<file path="config.mk">
export PLATFORM = sky130hd
export DESIGN_NAME = mem_port_arbiter
export DESIGN_NICKNAME = d
export VERILOG_FILES = /design/src/rtl/mem_port_arbiter.sv
export SDC_FILE = /design/constraint.sdc
export NUM_CORES = 1
export LEC_CHECK = 0
export ABC_AREA = 1
export CAP_MARGIN = 10
export CORE_AREA = 2 2 151 153
export DETAILED_ROUTE_END_ITERATION = 6
export DIE_AREA = 0 0 153 155
export GPL_TIMING_DRIVEN = 0
export PLACE_DENSITY = 0.64
export SYNTH_ARGS = -nofsm -noshare
export SYNTH_HDL_FRONTEND = slang
export SYNTH_SLANG_ARGS = --single-unit
</file>
<file path="constraint.sdc">
create_clock -name clk -period 1.57 [get_ports clk]
set_clock_uncertainty 0.05 [all_clocks]
set_input_delay 0.314 -clock clk [delete_from_list [all_inputs] [get_ports clk]]
set_output_delay 0.314 -clock clk [all_outputs]
set_load 0.03 [all_outputs]
</file>
<file path="src/rtl/mem_port_arbiter.sv">
// mem_port_arbiter
//   Shares the single Memory data port between the core and NUM_EXT external
//   masters (loader, debug, bench). The core has strict priority. External
//   masters are served round-robin with a req/gnt/rvalid handshake. While an
//   external access owns the port, the core is stalled.
//
//   Optional feature macro: ARB_STARVE_GUARD_EN
//     When defined, a per-master wait counter that reaches STARVE_LIMIT forces
//     a grant on the next IDLE cycle, even if the core is active. In that
//     cycle the core's memory modes are gated off and the core is stalled.
//     When undefined, external masters are served only while the core is idle.
//
// Ports
//   clk, rst              clock; asynchronous active-low reset
//   core_addr/wdata       core data address and store data
//   core_read_mode        core read mode  (3'b000 = no read)
//   core_write_mode       core write mode (3'b000 = no write)
//   core_unsigned         core unsigned load
//   core_rdata            mem_rdata passthrough to the core
//   core_stall            core must hold its state
//   ext_req               per-master request level
//   ext_addr/ext_wdata    packed per-master fields, master i at [i*W +: W]
//   ext_read_mode         packed per-master read modes  (3 bits each)
//   ext_write_mode        packed per-master write modes (3 bits each)
//   ext_gnt               one-hot grant; the fields are captured that cycle
//   ext_rvalid            one-hot completion pulse
//   ext_rdata             read data, valid together with ext_rvalid
//   mem_*                 Memory data port (mem_rdata is the memory output)
module mem_port_arbiter #(
  parameter int NUM_EXT      = 2,
  parameter int ADDR_W       = 32,
  parameter int DATA_W       = 32,
  parameter int MEM_LATENCY  = 1,
  parameter int STARVE_LIMIT = 16
) (
  input  logic                      clk,
  input  logic                      rst,
  input  logic [ADDR_W-1:0]         core_addr,
  input  logic [DATA_W-1:0]         core_wdata,
  input  logic [2:0]                core_read_mode,
  input  logic [2:0]                core_write_mode,
  input  logic                      core_unsigned,
  output logic [DATA_W-1:0]         core_rdata,
  output logic                      core_stall,
  input  logic [NUM_EXT-1:0]        ext_req,
  input  logic [NUM_EXT*ADDR_W-1:0] ext_addr,
  input  logic [NUM_EXT*DATA_W-1:0] ext_wdata,
  input  logic [NUM_EXT*3-1:0]      ext_read_mode,
  input  logic [NUM_EXT*3-1:0]      ext_write_mode,
  output logic [NUM_EXT-1:0]        ext_gnt,
  output logic [NUM_EXT-1:0]        ext_rvalid,
  output logic [DATA_W-1:0]         ext_rdata,
  output logic [ADDR_W-1:0]         mem_addr,
  output logic [DATA_W-1:0]         mem_wdata,
  output logic [2:0]                mem_read_mode,
  output logic [2:0]                mem_write_mode,
  output logic                      mem_unsigned,
  input  logic [DATA_W-1:0]         mem_rdata
);

  localparam int PTR_W = (NUM_EXT > 1) ? $clog2(NUM_EXT) : 1;
  localparam int CNT_W = (MEM_LATENCY > 1) ? $clog2(MEM_LATENCY) : 1;

  if (NUM_EXT < 1 || NUM_EXT > 8) begin : gBadNumExt
    $error("mem_port_arbiter: NUM_EXT must be 1..8");
  end
  if (MEM_LATENCY < 1 || MEM_LATENCY > 4) begin : gBadLatency
    $error("mem_port_arbiter: MEM_LATENCY must be 1..4");
  end
  if (STARVE_LIMIT < 1) begin : gBadStarve
    $error("mem_port_arbiter: STARVE_LIMIT must be >= 1");
  end

  typedef enum logic {IDLE, BUSY} state_t;

  state_t             state, stateNext;
  logic [PTR_W-1:0]   rrPtr;
  logic [PTR_W-1:0]   winner;
  logic [CNT_W-1:0]   latCnt;
  logic [ADDR_W-1:0]  capAddr;
  logic [DATA_W-1:0]  capWdata;
  logic [2:0]         capReadMode;
  logic [2:0]         capWriteMode;

  logic               coreIdle;
  logic               guardFire;
  logic               grantEn;
  logic               lastCycle;
  logic [NUM_EXT-1:0] pickVec;
  logic [PTR_W-1:0]   pickIdx;
  logic               pickFound;
  int                 scanIdx;

  assign coreIdle  = (core_read_mode == 3'b000) && (core_write_mode == 3'b000);
  assign lastCycle = (latCnt == CNT_W'(MEM_LATENCY - 1));
  assign core_rdata = mem_rdata;

`ifdef ARB_STARVE_GUARD_EN
  localparam int WAIT_W = $clog2(STARVE_LIMIT + 1);

  logic [WAIT_W-1:0]  waitCnt [NUM_EXT];
  logic [NUM_EXT-1:0] starveVec;

  always_comb begin
    starveVec = '0;
    for (int i = 0; i < NUM_EXT; i++) begin
      starveVec[i] = ext_req[i] && (waitCnt[i] == WAIT_W'(STARVE_LIMIT));
    end
  end

  assign guardFire = (state == IDLE) && (|starveVec);

  // A master being served in BUSY is not waiting; counters saturate and clear on grant.
  always_ff @(posedge clk or negedge rst) begin
    if (!rst) begin
      for (int i = 0; i < NUM_EXT; i++) waitCnt[i] <= '0;
    end else begin
      for (int i = 0; i < NUM_EXT; i++) begin
        if (ext_gnt[i]) begin
          waitCnt[i] <= '0;
        end else if (ext_req[i] && !(state == BUSY && winner == PTR_W'(i)) &&
                     (waitCnt[i] != WAIT_W'(STARVE_LIMIT))) begin
          waitCnt[i] <= waitCnt[i] + 1'b1;
        end
      end
    end
  end
`else
  logic [NUM_EXT-1:0] starveVec;
  assign starveVec = '0;
  assign guardFire = 1'b0;
`endif

  // A firing starvation guard restricts arbitration to the starving masters.
  assign pickVec = guardFire ? starveVec : ext_req;
  assign grantEn = (state == IDLE) && (guardFire || ((|ext_req) && coreIdle));

  // Round-robin scan: first requester at or after rrPtr.
  always_comb begin
    pickFound = 1'b0;
    pickIdx   = '0;
    scanIdx   = 0;
    for (int i = 0; i < NUM_EXT; i++) begin
      scanIdx = int'(rrPtr) + i;
      if (scanIdx >= NUM_EXT) scanIdx = scanIdx - NUM_EXT;
      if (!pickFound && pickVec[scanIdx]) begin
        pickFound = 1'b1;
        pickIdx   = PTR_W'(scanIdx);
      end
    end
  end

  always_ff @(posedge clk or negedge rst) begin
    if (!rst) begin
      state        <= IDLE;
      rrPtr        <= '0;
      winner       <= '0;
      latCnt       <= '0;
      capAddr      <= '0;
      capWdata     <= '0;
      capReadMode  <= '0;
      capWriteMode <= '0;
    end else begin
      state <= stateNext;
      if (grantEn && pickFound) begin
        winner       <= pickIdx;
        latCnt       <= '0;
        capAddr      <= ext_addr[pickIdx*ADDR_W +: ADDR_W];
        capWdata     <= ext_wdata[pickIdx*DATA_W +: DATA_W];
        capReadMode  <= ext_read_mode[pickIdx*3 +: 3];
        capWriteMode <= ext_write_mode[pickIdx*3 +: 3];
      end else if (state == BUSY) begin
        if (lastCycle) begin
          rrPtr <= (winner == PTR_W'(NUM_EXT - 1)) ? '0 : winner + 1'b1;
        end else begin
          latCnt <= latCnt + 1'b1;
        end
      end
    end
  end

  always_comb begin
    stateNext      = state;
    ext_gnt        = '0;
    ext_rvalid     = '0;
    ext_rdata      = '0;
    core_stall     = 1'b0;
    mem_addr       = core_addr;
    mem_wdata      = core_wdata;
    mem_read_mode  = core_read_mode;
    mem_write_mode = core_write_mode;
    mem_unsigned   = core_unsigned;
    if (!rst) begin
      // Outputs are quiet while reset is held, whatever the inputs do.
      mem_read_mode  = 3'b000;
      mem_write_mode = 3'b000;
    end else begin
      case (state)
        IDLE: begin
          if (grantEn && pickFound) begin
            ext_gnt[pickIdx] = 1'b1;
            stateNext        = BUSY;
            if (guardFire) begin
              core_stall     = 1'b1;
              mem_read_mode  = 3'b000;
              mem_write_mode = 3'b000;
            end
          end
        end
        BUSY: begin
          core_stall     = 1'b1;
          mem_addr       = capAddr;
          mem_wdata      = capWdata;
          mem_read_mode  = capReadMode;
          mem_write_mode = capWriteMode;
          mem_unsigned   = 1'b1;
          if (lastCycle) begin
            ext_rvalid[winner] = 1'b1;
            ext_rdata          = mem_rdata;
            stateNext          = IDLE;
          end
        end
        default: stateNext = IDLE;
      endcase
    end
  end

endmodule

</file>
* After elaboration in Yosys (flattened, before gate mapping)
Index checks and enable logic that the tools add are counted.
Storage, ports and cells: register bits after elaboration 74, input port bits 247, output and inout port bits 140, logic and storage cells 86
Operators by class: $add $sub $neg 5, multipliers 1, order comparisons 8, shift operators 4, multiplexer cells 44, bitwise operators 3, reductions and logical operators 13
Operators by type and width (number):
- $mux 32 | 9
- $shiftx 64x7->32 | 2
- $lt 32x3->1 const B | 2
- $mux 1 | 21
- $mux 2 | 6
- $pmux 3 s2 | 2
- $shiftx 6x4->3 | 2
- $logic_and 1x1->1 | 7
- $logic_not 3->1 | 2
- $mux 3 | 2
- $lt 1x2->1 const B | 2
- $pmux 1 s2 | 2
- $mul 1x2->3 const B | 1
- $not 1->1 | 3
- $reduce_and 3->1 | 1
- $sub 1x2->3 const B | 1
- $sub 2x2->3 const B | 1
- $add 1x1->1 const B | 2
- $add 1x1->2 const B | 1
- $demux 1 s1 | 2
- $ge 1x1->1 const B | 2
- $ge 1x2->1 const B | 1
- $ge 2x2->1 const B | 1
- $reduce_bool 2->1 | 1
- other kinds (2) | 2

* Logic depth before layout (Yosys ltp)
Gate-level depths: netlist of run 1.
word-level depth 16, depth in mapped cells 8, depth with buffers taken out 7

* Least setup slack after synthesis of run 1
No wires, ideal clock.
path kind flip-flop to output port, start register state, end output port ext_gnt[1], data arrival time 1.403 ns, data required time 1.206 ns, slack -0.197 ns, stages on the path, launching flop included 6, path buffers 0, cells stage by stage dfrtp_1 > nor2_2 > nand3_4 > nor2_2 > nand2_1 > nor2_1
On the way: word-level cells in the longest chain between the ends 6
Ends and longest elaborated chain:
- start, declared | line 76 | state_t state, stateNext;
- start signal, assigned | line 164 | state <= stateNext;
- $not 1->1
- $logic_and 1x1->1 | line 136 | assign grantEn = (state == IDLE) && (guardFire || ((|ext_req) && coreIdle));
- $logic_and 1x1->1 | line 200 | if (grantEn && pickFound) begin
- $mux 2 | line 200
- $mux 2 * | line 198 | case (state)
- $mux 2 * | line 193 | if (!rst) begin
- end, declared | line 50 | output logic [NUM_EXT-1:0] ext_gnt,
Mark *: on every way between the ends. The rest lies on a longest branch, timed or not.

* Worst setup path after layout of run 1
start register state, end output port ext_gnt[0]
The elaborated chain is that of the path after synthesis.

==> metrics, run 1 <==
clock-pin slew on the worst setup and hold paths 0.06 ns; post-synthesis sequential area ratio 0.3338; final WL 26360 um; clock buffer depth 2; TritonCTS Buffers 9; final cycle utilization of the critical path 1.307; CP endpoint kind output port; CP Launch Type flip-flop; Routed Antenna Nets 0; Pleak 6.163 nW; first-pass iteration count of the detailed router 4; Critical Path RT 1.21 ns; routed vias/inst 4.347; Mean Syn Cell Area 6.122 um2; root buffer cell clkbuf_16; share of cells above drive strength 1 0.2935; DP HPWL 20120 um; Port Buffers 385; residual DRC count 0; Highest Clock Rate 487.5 MHz; max_slew headroom 0.4132; post-layout util 0.4994; num ports 387; Synthesis Warnings 0; first-pass GRT wire length 38210 um; pin count of the biggest net entering global routing 23; gr ovfl total 0; antenna violations before repair 4; final setup margin -0.4813 ns; chip height 155 um; die width 153 um; Initial Util 0.2462; final hold viol count 0; area delta synth->final 102.8%; final non-filler cell area 11100 um2; H-tree levels 3; 1st-iter DRT viols 298; post-route setup TNS -43.08 ns; CTS tree done; non-filler cells, final 1610; Fill cells 2258; Synth top area share 0.3338; synthesized area 5473 um2; post-synthesis cell type count 20; max cap viols 0; leading post-synthesis cells by cell area dfrtp_1, nand2_1, o21ai_1; Worst EP arrival 1.69 ns; Final Wtd Congestion 0.8268; Cell Area, Placed 9748 um2; CP max FO 6; Die ar. 23720 um2; WL/cell 16.37 um; failing checks negative setup slack; maximum vdd ir drop 0.4534 mV; status finished, violations left; Nets 1564; actual slew at the worst max-slew pin 0.8773 ns; pwr/cell area 650.0 nW/um2; Final setup viols 177; Inst Count DP 1565; Hold Path Class input port to flip-flop; Yosys reg bits 73; Synth area leader dfrtp_1; crit path kind flip-flop to output port; Clock Latency Late Sink 0.34 ns; RSZ-0062 raised after global routing true; number of cell rows 55; Period minus WS final 2.051 ns; Final Max Slew Viols 0; vias post-DR 6998; clk sinks 73; net count after synthesis 1141; total track usage 0.2087; Core Area 22230 um2; Post-Synthesis Cells 894; vias in the first global route 6875
[power by group]
part           switching, W  internal [W]
sequential         0.000267       0.00221
clock              0.000840       0.00126
combinational       0.00132       0.00131
[Yosys cell counts]
library cell  number
nand3_4            1
nor2_2             2
buf_4             41
o21ai_0            9
nand3_1           71
nor2_1            44
a21oi_2            1
clkbuf_1          21
a21oi_1            3
inv_2              4
dfrtp_1           73
nand3_2            1
or2_2              1
buf_1              1
buf_2             23
o21ai_1          140
nand2_1          337
inv_1            109
buf_6              8
nand2_2            4
[registers in the layout, summed over array words and instances, names as in the netlist]
register	flops
capAddr	32
capWdata	32
capReadMode	3
capWriteMode	3
rrPtr	1
state	1
winner	1
[cells by family (layout without fill, tap and decap cells)]
| kind of cell | after synthesis | in the layout | synth area share |
|---|---|---|---|
| and+or+nand+nor | 461 | 461 | 0.3393 |
| other | 0 | 3 | 0 |
| DFF | 73 | 73 | 0.3338 |
| AOI/OAI and AO/OA | 153 | 153 | 0.1406 |
| buffers and inverters | 207 | 635 | 0.1863 |
[critical path: stages, from the launching register on]
cell and delay (ns):
dfrtp_2 0.47, buf_4 0.17, nor2_4 0.13, nand3_4 0.10, nor2_4 0.13, nand2_4 0.08, a21oi_4 0.11, buf_6 0.15
[area by class of cell]
| cell class | count | area (um2) | share of cell area |
|---|---|---|---|
| inverters | 113 | 434.2 | 0.03911 |
| well taps | 285 | 356.6 | 0.03212 |
| clock buffers | 10 | 239.0 | 0.02153 |
| plain buffers | 94 | 774.5 | 0.06977 |
| multi-input cells | 614 | 3204 | 0.2887 |
| diodes | 3 | 7.507 | 0.0006763 |
| clock inverters | 6 | 57.56 | 0.005185 |
| flip-flops and latches | 73 | 1828 | 0.1647 |
| repair buffers | 412 | 4199 | 0.3783 |
[layout by cell type (no fill, tap or decap), drive strengths merged]
master         instances
nand2                341
diode                  3
dfrtp                 73
nor2                  46
clkbuf                67
clkdlybuf4s50        243
buf                  188
a21oi                  4
bufbuf                 3
clkinv                 4
bufinv                 1
nand3                 73
or2                    1
dlygate4sd3            4
clkinvlp               1
dlymetal6s2s          11
o21ai                149
inv                  113
[repair_timing]
| item | 4_1_cts | 5_1_grt |
|---|---|---|
| pin swaps | 5 | 20 |
| setup buffers | 2 | 12 |
| resized for setup | 697 | 335 |
| endpoints found under the setup margin | 212 | 210 |
| hold buffers | 4 | 0 |
| cloned | 3 | 5 |
| endpoints found under the hold margin | 40 | 0 |
[worst paths after layout]
check / to / slack, ns / depth (start not counted) / from
setup / recovery: ext_gnt[0] / -0.48 / 7 / state$_DFFE_PN0P_
hold / removal: state$_DFFE_PN0P_ / 0.41 / 4 / rst
setup reg to reg: capAddr[0]$_DFFE_PN0N_ / -0.04 / 7 / state$_DFFE_PN0P_
hold reg to reg: capWdata[5]$_DFFE_PN0N_ / 0.44 / 2 / capWdata[5]$_DFFE_PN0N_
max in group asynchronous: capAddr[30]$_DFFE_PN0N_ / 0.22 / 2 / rst
min in group asynchronous: capAddr[21]$_DFFE_PN0N_ / 0.55 / 2 / rst
[metrics by stage]
| step | power (W) | hold slack, ns | setup WS (ns) |
|---|---|---|---|
| floorplan | 0.003651 | -0.03159 | -0.1288 |
| detailed placement | 0.004930 | 0.2411 | -1.834 |
| CTS | 0.007156 | 0.3886 | -0.5120 |
| finish | 0.007215 | 0.4131 | -0.4813 |
| global placement | 0.004888 | 0.4212 | -4.451 |
| global route | 0.007638 | 0.4150 | -0.5321 |
[layer usage]
layer	up-vias	routed length, um	track usage
met3	33	1469	0.03593
met5	-	12	0
met4	2	607	0.07672
met2	254	13690	0.3814
li1	3585	-	-
met1	3124	10580	0.2452
Note: power is estimated with default switching activity, not from simulation.
==> run 2, diff against run 1 <==
- GPL_ROUTABILITY_DRIVEN: default -> 0
==> results of run 2 <==
The final DEF is identical to that of run 1; final timing and power are the same.
